--- src/rtl/bip_dbg_pkg.sv ---
// Shared definitions for the BIP debug sequencer.
// - state_t         : sequencer FSM states
// - START_CMD_DEF   : default command byte that launches a run
// - FRAME_LEN/IDX_W : length of the PC/ACC/count frame and its byte-index width
package bip_dbg_pkg;

  typedef enum logic [2:0] {
    S_IDLE,
    S_POP,
    S_RUN,
    S_WAIT_TX,
    S_PUSH
  } state_t;

  localparam logic [7:0] START_CMD_DEF = 8'h53;
  localparam int         FRAME_LEN     = 6;
  localparam int         IDX_W         = $clog2(FRAME_LEN);

  typedef logic [IDX_W-1:0] idx_t;

endpackage

--- src/rtl/sat_counter.sv ---
// Saturating up-counter.
// Ports:
//   clk, reset : clock and asynchronous active-high reset
//   clr_i      : synchronous clear (wins over enable)
//   en_i       : count enable; holds at all-ones once reached
//   cnt_o      : current count
module sat_counter #(
  parameter int W = 16
) (
  input  logic         clk,
  input  logic         reset,
  input  logic         clr_i,
  input  logic         en_i,
  output logic [W-1:0] cnt_o
);

  logic [W-1:0] cnt_q, cnt_d;

  always_comb begin
    cnt_d = cnt_q;
    if (clr_i) begin
      cnt_d = '0;
    end else if (en_i && (cnt_q != {W{1'b1}})) begin
      cnt_d = cnt_q + 1'b1;
    end
  end

  always_ff @(posedge clk or posedge reset) begin
    if (reset) cnt_q <= '0;
    else       cnt_q <= cnt_d;
  end

  assign cnt_o = cnt_q;

endmodule

--- src/rtl/bip_debug_sequencer.sv ---
// Debug-side sequencer for the BIP core: accepts a start byte from the UART RX
// FIFO, runs the core until halt while counting cycles, then sends a 6-byte
// frame {pc16, acc16, count16} (MSB first) into the UART TX FIFO.
// Ports:
//   clk, reset        : clock, asynchronous active-high reset
//   rx_data, rx_empty : head of the FWFT RX FIFO;  rd_uart pops it
//   tx_full           : TX FIFO full;  wr_uart pushes tx_data
//   halt, pc, acc     : status from the core;  start_bip enables it
//   busy              : high whenever the sequencer is not idle
module bip_debug_sequencer
  import bip_dbg_pkg::*;
#(
  parameter int         AB        = 11,
  parameter int         DB        = 16,
  parameter int         CNT_W     = 16,
  parameter logic [7:0] START_CMD = START_CMD_DEF
) (
  input  logic          clk,
  input  logic          reset,
  input  logic [7:0]    rx_data,
  input  logic          rx_empty,
  output logic          rd_uart,
  input  logic          tx_full,
  output logic          wr_uart,
  output logic [7:0]    tx_data,
  input  logic          halt,
  input  logic [AB-1:0] pc,
  input  logic [DB-1:0] acc,
  output logic          start_bip,
  output logic          busy
);

  state_t           state_q, state_d;
  logic             is_start_q, is_start_d;
  idx_t             idx_q, idx_d;
  logic [AB-1:0]    pc_q, pc_d;
  logic [DB-1:0]    acc_q, acc_d;
  logic [CNT_W-1:0] cnt_snap_q, cnt_snap_d;
  logic [CNT_W-1:0] cnt;

  // Counter is cleared while popping the start byte, so the first RUN cycle
  // sees 0; the halt cycle itself is never counted.
  sat_counter #(.W(CNT_W)) u_cnt (
    .clk   (clk),
    .reset (reset),
    .clr_i (state_q == S_POP),
    .en_i  ((state_q == S_RUN) && !halt),
    .cnt_o (cnt)
  );

  always_comb begin
    state_d    = state_q;
    is_start_d = is_start_q;
    idx_d      = idx_q;
    pc_d       = pc_q;
    acc_d      = acc_q;
    cnt_snap_d = cnt_snap_q;
    case (state_q)
      S_IDLE: begin
        if (!rx_empty) begin
          is_start_d = (rx_data == START_CMD);
          state_d    = S_POP;
        end
      end
      S_POP: state_d = is_start_q ? S_RUN : S_IDLE;
      S_RUN: begin
        if (halt) begin
          pc_d       = pc;
          acc_d      = acc;
          cnt_snap_d = cnt;
          idx_d      = '0;
          state_d    = S_WAIT_TX;
        end
      end
      S_WAIT_TX: if (!tx_full) state_d = S_PUSH;
      S_PUSH: begin
        if (idx_q == idx_t'(FRAME_LEN - 1)) begin
          state_d = S_IDLE;
        end else begin
          idx_d   = idx_q + 1'b1;
          state_d = S_WAIT_TX;
        end
      end
      default: state_d = S_IDLE;
    endcase
  end

  always_ff @(posedge clk or posedge reset) begin
    if (reset) begin
      state_q    <= S_IDLE;
      is_start_q <= 1'b0;
      idx_q      <= '0;
      pc_q       <= '0;
      acc_q      <= '0;
      cnt_snap_q <= '0;
    end else begin
      state_q    <= state_d;
      is_start_q <= is_start_d;
      idx_q      <= idx_d;
      pc_q       <= pc_d;
      acc_q      <= acc_d;
      cnt_snap_q <= cnt_snap_d;
    end
  end

  // Frame fields widened to the 16-bit wire format.
  logic [15:0] pc16, acc16, cnt16;
  assign pc16  = 16'(pc_q);
  assign acc16 = 16'(acc_q);
  assign cnt16 = 16'(cnt_snap_q);

  // Byte mux is driven from registers only, so tx_data is stable in PUSH and
  // holds a defined value in every state.
  always_comb begin
    tx_data = 8'h00;
    case (idx_q)
      idx_t'(0): tx_data = pc16[15:8];
      idx_t'(1): tx_data = pc16[7:0];
      idx_t'(2): tx_data = acc16[15:8];
      idx_t'(3): tx_data = acc16[7:0];
      idx_t'(4): tx_data = cnt16[15:8];
      idx_t'(5): tx_data = cnt16[7:0];
      default:   tx_data = 8'h00;
    endcase
  end

  assign rd_uart   = (state_q == S_POP);
  assign start_bip = (state_q == S_RUN);
  assign wr_uart   = (state_q == S_PUSH);
  assign busy      = (state_q != S_IDLE);

endmodule

--- config.mk ---
export PLATFORM = sky130hd
export DESIGN_NAME = bip_debug_sequencer
export DESIGN_NICKNAME = d
export VERILOG_FILES = /design/src/rtl/bip_dbg_pkg.sv /design/src/rtl/sat_counter.sv /design/src/rtl/bip_debug_sequencer.sv
export SDC_FILE = /design/constraint.sdc
export NUM_CORES = 1
export LEC_CHECK = 0
export BUFFER_PORTS_ARGS = -buffer_cell sky130_fd_sc_hd__clkbuf_2
export CAP_MARGIN = 20
export CORE_ASPECT_RATIO = 1.25
export CORE_MARGIN = 2
export CORE_UTILIZATION = 55
export DETAILED_ROUTE_END_ITERATION = 12
export GPL_TIMING_DRIVEN = 1
export PLACE_DENSITY = 0.86
export RECOVER_POWER = 25
export SLEW_MARGIN = 20
export SYNTH_ARGS = -nofsm -noshare
export SYNTH_HDL_FRONTEND = slang
export SYNTH_SLANG_ARGS = --single-unit
--- constraint.sdc ---
create_clock -name clk -period 4.45 [get_ports clk]
set_input_delay 0.89 -clock clk [delete_from_list [all_inputs] [get_ports clk]]
set_output_delay 0.89 -clock clk [all_outputs]
set_load 0.005 [all_outputs]
==> results.sh, run 1 <==
export IMPL_finalSetupViolations=0
export IMPL_maxCapViolCount=0
export IMPL_dp_hpwl_um=5210
export IMPL_place_area_sq_mm=0.00358
export IMPL_p_total_mw=1.88
export IMPL_die_area_sq_mm=0.00666
export IMPL_critical_path_arrival_ns=2.12
export IMPL_p_sw_uw=576
export IMPL_utilization_pct=65.2
export IMPL_async_flop_share_pct=100
export IMPL_cts_buffer_depth=2
export IMPL_grt_ovfl_total=0
export IMPL_drc_errors=0
export IMPL_hold_viol_final=0
export IMPL_switching_share_pct=30.7
export IMPL_start_kind="flop"
export IMPL_yosysMostFrequentCell="dfrtp_1"
export IMPL_io_buffers=51
export IMPL_maxSlewHeadroom_pct=10.4
export IMPL_ys_seq_area_share_pct=49.9
export IMPL_fin_skew_ns=0.00341
export IMPL_root_buffer="clkbuf_8"
export IMPL_max_stage_delay_ns=0.43
export IMPL_area_delta_synth_final_pct=14.5
export IMPL_grtUsageTotal_pct=24.5
export IMPL_cts_setup_buffers=0
export IMPL_cts_sinks=66
export IMPL_worst_pin_slew_ns=1.34
export IMPL_netlist_top_cells_count="dfrtp_1, mux2_2, nand3_1"
export IMPL_critical_path_class="reg2out"
export IMPL_synth_edf_count=0
export IMPL_num_vias=2538
export IMPL_cts_hold_buf=0
export IMPL_fmax_mhz=332
export IMPL_viasPerCell=6.33
export IMPL_synthFlopType="dfrtp_1"
export IMPL_clock_latency_ns=0.35
export IMPL_grt_first_pass_wirelength_um=12600
export IMPL_status="finished, final reports clean"
export IMPL_p_leak_nw=1.77
export IMPL_clk_pin_slew_worst_paths_ns=0.07
export IMPL_syn_num_nets=330
export IMPL_drive_gt1_share_pct=37.0
export IMPL_post_drt_wl_per_cell_um=18.5
export IMPL_antenna_found_initial=0
export IMPL_min_period_ns=3.01
export IMPL_ys_ff_latch=66
export IMPL_antenna_left=0
export IMPL_synth_area_leaders="dfrtp_1, mux2_2, a222oi_1"
export IMPL_setup_ws_ns=1.44
export IMPL_numCtsBuffers=9
export IMPL_synth_top_area_share_pct=49.9
export IMPL_avgSynthCellArea_sq_um=11.7
export IMPL_internal_power_mw=1.30
export IMPL_cts_resized=0
export IMPL_syn_cell_area_sq_mm=0.00331
export IMPL_gp_congestion=0.861
export IMPL_tns_ns=0
export IMPL_rrSetupSlack_ns=2.23
export IMPL_ys_types=49
export IMPL_drt_total_wl_um=7430
export IMPL_rsz0062_at_grt="no"
export IMPL_nets=376
export IMPL_path_cells="ha_1 > and2_1 > a222oi_1 > o21ai_0 > clkbuf_2"
export IMPL_ioPinCount=52
export IMPL_grt_start_max_net_pins=45
export IMPL_die_h_um=90.8
export IMPL_critPathSlowestCell="dfrtp_1"
export IMPL_fp_coreArea_sq_mm=0.00582
export IMPL_drtPass1Iterations=5
export IMPL_pwr_share_seq_pct=45.2
export IMPL_syn_instance_count=284
export IMPL_hold_class="reg2reg"
export IMPL_grt_pass1_vias=2676
export IMPL_cp_required_ns=3.56
export IMPL_yosysTopAreaCell="dfrtp_1"
export IMPL_diodes=0
export IMPL_yosys_warnings=0
export IMPL_design_area_sq_mm=0.00379
export IMPL_ir_drop_mv=0.428
export IMPL_worst_setup_path_end_kind="primary output"
export IMPL_dieWidth_um=73.4
export IMPL_crit_fanout=9
export IMPL_power_density_mw_per_mm2=496
export IMPL_cts_tree="done"
export IMPL_finalCritPeriodShare_pct=67.6
export IMPL_finalMaxSlewViolations=0
export IMPL_dr_first_iter_drc_count=269
export IMPL_clkPwrFrac_pct=29.8
export IMPL_htree_levels=3
export IMPL_combPwrFrac_pct=25.0
export IMPL_num_rows=31
export IMPL_start_util_pct=56.9
export IMPL_dp_slack_ns=1.84
-- critical path, delay by kind of cell (launching register included) --
| kind | cells | cell delay, ns |
|---|---|---|
| AOI/OAI and AO/OA | 2 | 0.54 |
| adders and majority gates | 1 | 0.36 |
| buffers and inverters | 1 | 0.14 |
| DFF | 1 | 0.43 |
| and+or+nand+nor | 1 | 0.30 |
-- power by group through the flow --
stage	sequential (mW)	clock (mW)	combinational, mW
after floorplan	0.800	0	0.377
after global placement	0.853	0	0.444
after detailed placement	0.858	0	0.466
after CTS	0.849	0.558	0.471
after global routing	0.869	0.580	0.519
final	0.851	0.560	0.470
-- layout by cell type (no fill, tap or decap), drive strengths merged, types with 6 or more instances in the layout --
cell    Yosys  routed
o211ai      6       6
ha          6       6
nand2      12      12
mux2       48      48
nand4       6       6
inv         9       9
nor2        9       9
clkbuf      7      61
dfrtp      66      66
nand3      16      16
o21ai      16      16
a222oi      9       9
-- stage by stage --
stage               cells  hold WS (ns)
floorplan             284         0.475
finish                401         0.512
global route          401         0.530
CTS                   401         0.512
global placement      385         0.489
detailed placement    385         0.497
-- per-layer routing --
layer | part of all wire (%) | global-route usage, % | routed length (um) | up-vias
met5 | 0 | 0 | 0 | -
met4 | 2.7 | 11.2 | 202 | 0
met3 | 5.6 | 6.25 | 414 | 19
met2 | 52 | 39.5 | 3830 | 94
met1 | 40 | 30.5 | 2990 | 1265
li1 | - | - | - | 1160
-- layout make-up --
class	instances	area [sq um]
clock buffers	10	138
clock inverters	6	80.1
fillers	430	2020
inverters	9	33.8
multi-input cells	191	1540
flip-flops and latches	66	1650
well taps	66	82.6
repair buffers	53	270
-- path summary, 6_finish.rpt --
kind | depth (start not counted) | start | endpoint
worst min register to register | 1 | pc_q[10]$_DFFE_PP0P_ | pc_q[10]$_DFFE_PP0P_
max in group asynchronous | 3 | reset | pc_q[4]$_DFFE_PP0P_
worst max-delay path | 5 | idx_q[0]$_DFFE_PP0P_ | tx_data[0]
worst max register to register | 3 | state_q[0]$_DFFE_PP0P_ | acc16[3]$_DFFE_PP0P_
min in group asynchronous | 2 | reset | acc16[3]$_DFFE_PP0P_
worst min-delay path | 1 | pc_q[10]$_DFFE_PP0P_ | pc_q[10]$_DFFE_PP0P_
-- logic make-up after synthesis --
logic type               after synthesis  synth area share, %
AND/OR/NAND/NOR                       76                 13.6
flip-flops                            66                 49.9
AO/OA/AOI/OAI                         59                 13.1
multiplexers                          49                 16.7
buffers and inverters                 27                 4.08
adder cells (fa/ha/maj)                6                 2.27
XOR/XNOR                               1                0.264
-- sequential cells by signal (all words and copies together), names as in the netlist --
name,cells
idx_q,3
cnt16,16
is_start_q,1
pc_q,11
state_q,3
acc16,16
u_cnt.cnt_o,16
Note: power is estimated with default switching activity, not from simulation.
==> run 2, diff against run 1 <==
--- a/config.mk
+++ b/config.mk
@@ -5,6 +5,7 @@
 export SDC_FILE = /design/constraint.sdc
 export NUM_CORES = 1
 export LEC_CHECK = 0
+export ABC_AREA = 1
 export BUFFER_PORTS_ARGS = -buffer_cell sky130_fd_sc_hd__clkbuf_2
 export CAP_MARGIN = 20
 export CORE_ASPECT_RATIO = 1.25
@@ -12,7 +13,7 @@
 export CORE_UTILIZATION = 55
 export DETAILED_ROUTE_END_ITERATION = 12
 export GPL_TIMING_DRIVEN = 1
-export PLACE_DENSITY = 0.86
+export PLACE_DENSITY = 0.85
 export RECOVER_POWER = 25
 export SLEW_MARGIN = 20
 export SYNTH_ARGS = -nofsm -noshare
==> constraint.sdc (replaced) <==
create_clock -name clk -period 3.15 [get_ports clk]
set_input_delay 0.63 -clock clk [delete_from_list [all_inputs] [get_ports clk]]
set_output_delay 0.63 -clock clk [all_outputs]
set_load 0.005 [all_outputs]
==> run 2 against run 1 <==
Compared with the run above: die area increased by 4.2%; global-route usage increased by 2.5 points; first-iteration DRC count decreased by 9.7%; largest cell class unchanged; clock-buffer cell count increased by 4; sequential share of layout area decreased by 1.4 points; worst hold slack got worse by 0.036 ns; register-to-register slack got worse by 0.80 ns; cell area increased by 3.2%; flip-flop and latch count unchanged; sequential power increased by 46%.
==> results.sh, run 2 <==
export IMPL_cts_buffer_depth=2
export IMPL_area_delta_synth_final_pct=13.2
export IMPL_setup_ws_ns=0.568
export IMPL_utilization_pct=63.9
export IMPL_num_rows=32
export IMPL_die_h_um=92.7
export IMPL_dp_hpwl_um=6110
export IMPL_yosysTopAreaCell="dfrtp_1"
export IMPL_fp_coreArea_sq_mm=0.00613
export IMPL_async_flop_share_pct=100
export IMPL_post_drt_wl_per_cell_um=14.4
export IMPL_power_density_mw_per_mm2=705
export IMPL_gp_congestion=0.968
export IMPL_hold_viol_final=0
export IMPL_numCtsBuffers=9
export IMPL_yosys_warnings=0
export IMPL_combPwrFrac_pct=33.3
export IMPL_worst_setup_path_end_kind="primary output"
export IMPL_diodes=0
export IMPL_cts_setup_buffers=0
export IMPL_synth_edf_count=0
export IMPL_cts_tree="done"
export IMPL_fin_skew_ns=0.00628
export IMPL_tns_ns=0
export IMPL_netlist_top_cells_count="nand2_1, dfrtp_1, nand3_1"
export IMPL_clk_pin_slew_worst_paths_ns=0.07
export IMPL_io_buffers=51
export IMPL_cts_hold_buf=0
export IMPL_synthFlopType="dfrtp_1"
export IMPL_hold_ws_ns=0.476
export IMPL_drtPass1Iterations=5
export IMPL_rsz0062_at_grt="no"
export IMPL_grt_first_pass_wirelength_um=14200
export IMPL_synth_top_area_share_pct=47.7
export IMPL_critical_path_class="reg2out"
export IMPL_internal_power_mw=1.70
export IMPL_antenna_left=0
export IMPL_ys_ff_latch=66
export IMPL_grt_start_max_net_pins=32
export IMPL_root_buffer="clkbuf_8"
export IMPL_cts_resized=0
export IMPL_r2r_end="pc_q[10]$_DFFE_PP0P_"
export IMPL_drt_total_wl_um=8530
export IMPL_worst_pin_slew_ns=1.19
export IMPL_nets=549
export IMPL_p_leak_nw=2.08
export IMPL_syn_cell_area_sq_mm=0.00346
export IMPL_ys_seq_area_share_pct=47.7
export IMPL_drc_errors=0
export IMPL_clock_latency_ns=0.35
export IMPL_grt_ovfl_total=0
export IMPL_yosysMostFrequentCell="nand2_1"
export IMPL_finalSetupViolations=0
export IMPL_num_vias=3147
export IMPL_hold_class="reg2reg"
export IMPL_p_total_mw=2.76
export IMPL_switching_share_pct=38.5
export IMPL_startpoint="idx_q[0]$_DFFE_PP0P_"
export IMPL_htree_levels=3
export IMPL_finalMaxSlewViolations=0
export IMPL_fmax_mhz=387
export IMPL_crit_fanout=8
export IMPL_cp_required_ns=2.52
export IMPL_antenna_found_initial=0
export IMPL_cp_endpoint="tx_data[5]"
export IMPL_worstReg2RegStart="state_q[2]$_DFFE_PP0P_"
export IMPL_cts_sinks=66
export IMPL_start_kind="flop"
export IMPL_status="finished, final reports clean"
export IMPL_syn_instance_count=451
export IMPL_pwr_share_seq_pct=44.8
export IMPL_ioPinCount=52
export IMPL_final_cell_mix="nand2_1, dfrtp_1, nand3_1"
export IMPL_min_period_ns=2.58
export IMPL_dp_slack_ns=1.10
export IMPL_p_sw_mw=1.06
export IMPL_start_util_pct=56.5
export IMPL_ff2ff_path_depth=7
export IMPL_clkPwrFrac_pct=21.9
export IMPL_dr_first_iter_drc_count=243
export IMPL_drive_gt1_share_pct=17.6
export IMPL_rrSetupSlack_ns=1.43
export IMPL_critical_path_arrival_ns=1.95
export IMPL_finalCritPeriodShare_pct=82.0
export IMPL_die_area_sq_mm=0.00694
export IMPL_viasPerCell=5.32
export IMPL_maxSlewHeadroom_pct=20.4
export IMPL_syn_num_nets=497
export IMPL_avgSynthCellArea_sq_um=7.67
export IMPL_ir_drop_mv=0.323
export IMPL_maxCapViolCount=0
export IMPL_synth_area_leaders="dfrtp_1, nand2_1, nand3_1"
export IMPL_ys_types=27
export IMPL_dieWidth_um=74.9
export IMPL_grt_pass1_vias=3089
export IMPL_final_common_cell="nand2_1"
export IMPL_grtUsageTotal_pct=27.0
==> run 2: cell types whose count changed after synthesis, moves of 6 or more <==
cell / previous run / this run
a21oi_1: 5 / 11
buf_4: 6 / 0
nand3_1: 16 / 61
mux2_2: 47 / 0
o211ai_1: 6 / 0
nand2_2: 0 / 7
nor2_1: 9 / 29
nand3_2: 0 / 6
o21ai_0: 15 / 25
inv_1: 9 / 37
nand2_1: 12 / 161
a222oi_1: 9 / 0
==> run 2: power by group through the flow <==
stage	Clock (mW)	Combinational [mW]	Sequential, mW
final	0.606	0.919	1.24
after global routing	0.639	1.05	1.26
after CTS	0.603	0.914	1.23
after detailed placement	0	0.905	1.24
after global placement	0	0.874	1.23
after floorplan	0	0.616	1.18
==> run 2: per-stage QoR <==
| step | instances | instance area, sq um |
|---|---|---|
| after floorplan | 451 | 3460 |
| after global placement | 577 | 3770 |
| after detailed placement | 577 | 3770 |
| after CTS | 591 | 3920 |
| after global routing | 591 | 3920 |
| final | 591 | 3920 |
==> run 2: worst max-delay path, cell delays in order (launching register included) <==
cell and delay, ns:
dfrtp_1 0.42, inv_1 0.09, ha_1 0.24, nand2_1 0.07, inv_1 0.11, nand2_1 0.09
o21ai_0 0.09, a21oi_1 0.17, nand3_1 0.17, clkbuf_2 0.15
==> run 2: worst min-delay path by stage <==
| stage | startpoint | cells after the start | end | slack, ns |
|---|---|---|---|---|
| floorplan | acc16[0]$_DFFE_PP0P_ | 2 | acc16[0]$_DFFE_PP0P_ | 0.44 |
| global placement | acc16[12]$_DFFE_PP0P_ | 2 | acc16[12]$_DFFE_PP0P_ | 0.45 |
| detailed placement | acc16[12]$_DFFE_PP0P_ | 2 | acc16[12]$_DFFE_PP0P_ | 0.46 |
| CTS | reset | 2 | pc_q[3]$_DFFE_PP0P_ | 0.39 |
| global route | acc16[12]$_DFFE_PP0P_ | 2 | acc16[12]$_DFFE_PP0P_ | 0.51 |
| finish | acc16[12]$_DFFE_PP0P_ | 2 | acc16[12]$_DFFE_PP0P_ | 0.48 |
==> run 2: area by class of cell <==
cell class                 instances  area [sq um]
multi-input combinational        329          1560
tap                               85           106
fill                             523          2210
timing repair buffer              56           289
clock buffer                      14           153
inverter                          41           154
sequential                        66          1650
==> run 2: kinds of logic (layout without fill, tap and decap cells) <==
family / after synthesis / in the layout / synth area share, %
AO/OA/AOI/OAI: 40 / 40 / 6.40
XOR/XNOR: 2 / 2 / 0.506
adder cells (fa/ha/maj): 6 / 6 / 2.17
buffers and inverters: 56 / 111 / 7.09
flip-flops: 66 / 66 / 47.7
AND/OR/NAND/NOR: 281 / 281 / 36.1
==> run 2: layer usage <==
layer,vias to the layer above,part of all wire (%),track usage [%]
met2,107,51,44.8
met3,31,4.7,5.77
met5,-,0,0
li1,1534,-,-
met1,1475,41,32.1
met4,0,4.1,13.8
==> run 3, diff against run 2 <==
--- a/config.mk
+++ b/config.mk
@@ -10,10 +10,10 @@
 export CAP_MARGIN = 20
 export CORE_ASPECT_RATIO = 1.25
 export CORE_MARGIN = 2
-export CORE_UTILIZATION = 55
+export CORE_UTILIZATION = 51
 export DETAILED_ROUTE_END_ITERATION = 12
 export GPL_TIMING_DRIVEN = 1
-export PLACE_DENSITY = 0.85
+export PLACE_DENSITY = 0.83
 export RECOVER_POWER = 25
 export SLEW_MARGIN = 20
 export SYNTH_ARGS = -nofsm -noshare
==> constraint.sdc (replaced) <==
create_clock -name clk -period 2.3 [get_ports clk]
set_input_delay 0.46 -clock clk [delete_from_list [all_inputs] [get_ports clk]]
set_output_delay 0.46 -clock clk [all_outputs]
set_load 0.005 [all_outputs]
==> run 3 against run 2 <==
Compared with the run above: the flow now finishes with violations (max-capacitance violations, max-slew violations); total power rose by 59%; worst hold slack lost 0.15 ns; final cell count increased by 1.9%; clock skew up 0.00092 ns; non-clock buffer count increased by 7; combinational power rose by 51%; setup slack worse by 0.51 ns; flip-flop and latch count is the same; register-to-register slack worse by 0.84 ns; via count grew 2.1%; sequential share of layout area down 2.1 points; critical path type unchanged; largest power group unchanged.
==> results.sh, run 3 (synthesized netlist as in run 2, its figures left out) <==
export IMPL_post_drt_wl_per_cell_um=14.5
export IMPL_fin_skew_ns=0.00721
export IMPL_grt_ovfl_total=0
export IMPL_drc_errors=0
export IMPL_grt_pass1_vias=3073
export IMPL_cts_sinks=66
export IMPL_dp_hpwl_um=6170
export IMPL_start_util_pct=52.7
export IMPL_final_common_cell="nand2_1"
export IMPL_fp_coreArea_sq_mm=0.00657
export IMPL_nets=556
export IMPL_clock_latency_ns=0.36
export IMPL_grt_first_pass_wirelength_um=14100
export IMPL_die_h_um=96.1
export IMPL_clk_pin_slew_worst_paths_ns=0.08
export IMPL_drt_total_wl_um=8710
export IMPL_fmax_mhz=446
export IMPL_p_leak_nw=2.17
export IMPL_drtPass1Iterations=7
export IMPL_power_density_mw_per_mm2=1070
export IMPL_final_cell_mix="nand2_1, dfrtp_1, nand3_1"
export IMPL_cp_required_ns=1.84
export IMPL_antenna_found_initial=0
export IMPL_drive_gt1_share_pct=21.9
export IMPL_grt_start_max_net_pins=67
export IMPL_numCtsBuffers=9
export IMPL_gp_congestion=1.02
export IMPL_hold_class="in2reg"
export IMPL_dr_first_iter_drc_count=241
export IMPL_dieWidth_um=77.7
export IMPL_grtUsageTotal_pct=24.5
export IMPL_critical_path_class="reg2out"
export IMPL_violations="max-capacitance violations, max-slew violations"
export IMPL_finalCritPeriodShare_pct=97.6
export IMPL_stdcell_count=602
export IMPL_root_buffer="clkbuf_8"
export IMPL_finalSetupViolations=0
export IMPL_num_rows=33
export IMPL_maxSlewHeadroom_pct=-6.96
export IMPL_cts_buffer_depth=2
export IMPL_io_buffers=51
export IMPL_setup_ws_ns=0.0559
export IMPL_crit_fanout=7
export IMPL_ioPinCount=52
export IMPL_area_delta_synth_final_pct=19.2
export IMPL_worst_setup_path_end_kind="primary output"
export IMPL_critical_path_arrival_ns=1.78
export IMPL_maxCapViolCount=1
export IMPL_cts_tree="done"
export IMPL_dp_slack_ns=0.405
export IMPL_place_area_sq_mm=0.00379
export IMPL_ir_drop_mv=0.441
export IMPL_worst_pin_slew_ns=1.60
export IMPL_die_area_sq_mm=0.00746
export IMPL_antenna_left=0
export IMPL_dpl_cell_count=580
export IMPL_status="finished with violations"
export IMPL_diodes=0
export IMPL_num_vias=3212
export IMPL_hold_viol_final=0
export IMPL_rrSetupSlack_ns=0.59
export IMPL_viasPerCell=5.34
export IMPL_htree_levels=3
export IMPL_finalMaxSlewViolations=67
export IMPL_design_area_sq_mm=0.00412
export IMPL_start_kind="flop"
export IMPL_min_period_ns=2.24
-- run 3: cell count changes in the layout (fill, tap and decap cells not counted), sizes merged --
| cell | delta |
|---|---|
| clkbuf | -5 |
| bufinv | +4 |
| inv | +1 |
| buf | +8 |
| clkinvlp | +1 |
-- run 3: what timing repair did --
item / 4_1_cts / 5_1_grt
hold endpoints to repair: 0 / 0
setup buffers: 0 / 6
hold buffers: 0 / 0
resized for setup: 0 / 13
setup endpoints to repair: 0 / 8
-- run 3: metal layers --
metal / global-route usage, % / vias up / share of wire [%]
li1: - / 1556 / -
met1: 28.2 / 1513 / 39
met2: 42.7 / 117 / 52
met3: 4.22 / 26 / 4.6
met4: 15.0 / 0 / 4.1
met5: 0 / - / 0
-- run 3: worst paths after layout --
path / start / to / cells past startpoint
setup reg to reg: u_cnt.cnt_o[1]$_DFFE_PP0P_ / u_cnt.cnt_o[8]$_DFFE_PP0P_ / 8
setup / recovery: idx_q[0]$_DFFE_PP0P_ / tx_data[1] / 9
hold / removal: acc[5] / acc16[5]$_DFFE_PP0P_ / 3
max in group asynchronous: reset / acc16[13]$_DFFE_PP0P_ / 3
min in group asynchronous: reset / state_q[1]$_DFFE_PP0P_ / 3
hold reg to reg: acc16[13]$_DFFE_PP0P_ / acc16[13]$_DFFE_PP0P_ / 2
-- run 3: power by group --
group / switching (mW) / internal [mW] / leakage (nW)
combinational: 0.859 / 0.526 / 1.16
sequential: 0.207 / 1.46 / 0.868
clock: 0.482 / 0.863 / 0.133
total: 1.55 / 2.85 / 2.17
-- run 3: stage by stage --
stage | hold slack (ns) | util [%] | power (mW) | setup TNS (ns)
after global routing | 0.334 | 62.8 | 4.66 | -0.0410
after CTS | 0.169 | 61.9 | 4.29 | 0
after global placement | 0.456 | 57.7 | 2.89 | 0
final | 0.323 | 62.8 | 4.40 | 0
after detailed placement | 0.461 | 57.7 | 2.95 | 0
after floorplan | 0.442 | - | 2.45 | 0
-- run 3: final cells by class --
cell class / instances / area [sq um]
multi-input cells: 329 / 1590
clock buffers: 10 / 138
well taps: 87 / 109
flip-flops and latches: 66 / 1650
repair buffers: 63 / 343
inverters: 41 / 154
fillers: 515 / 2440
clock inverters: 6 / 136
-- run 3: worst max-delay path, cell delays in order (launching register included) --
cell	delay, ns
dfrtp_1	0.43
inv_2	0.07
ha_2	0.20
nand2_1	0.10
inv_2	0.08
buf_4	0.14
nand2_1	0.06
nand4_1	0.08
nand3b_1	0.16
clkbuf_2	0.12
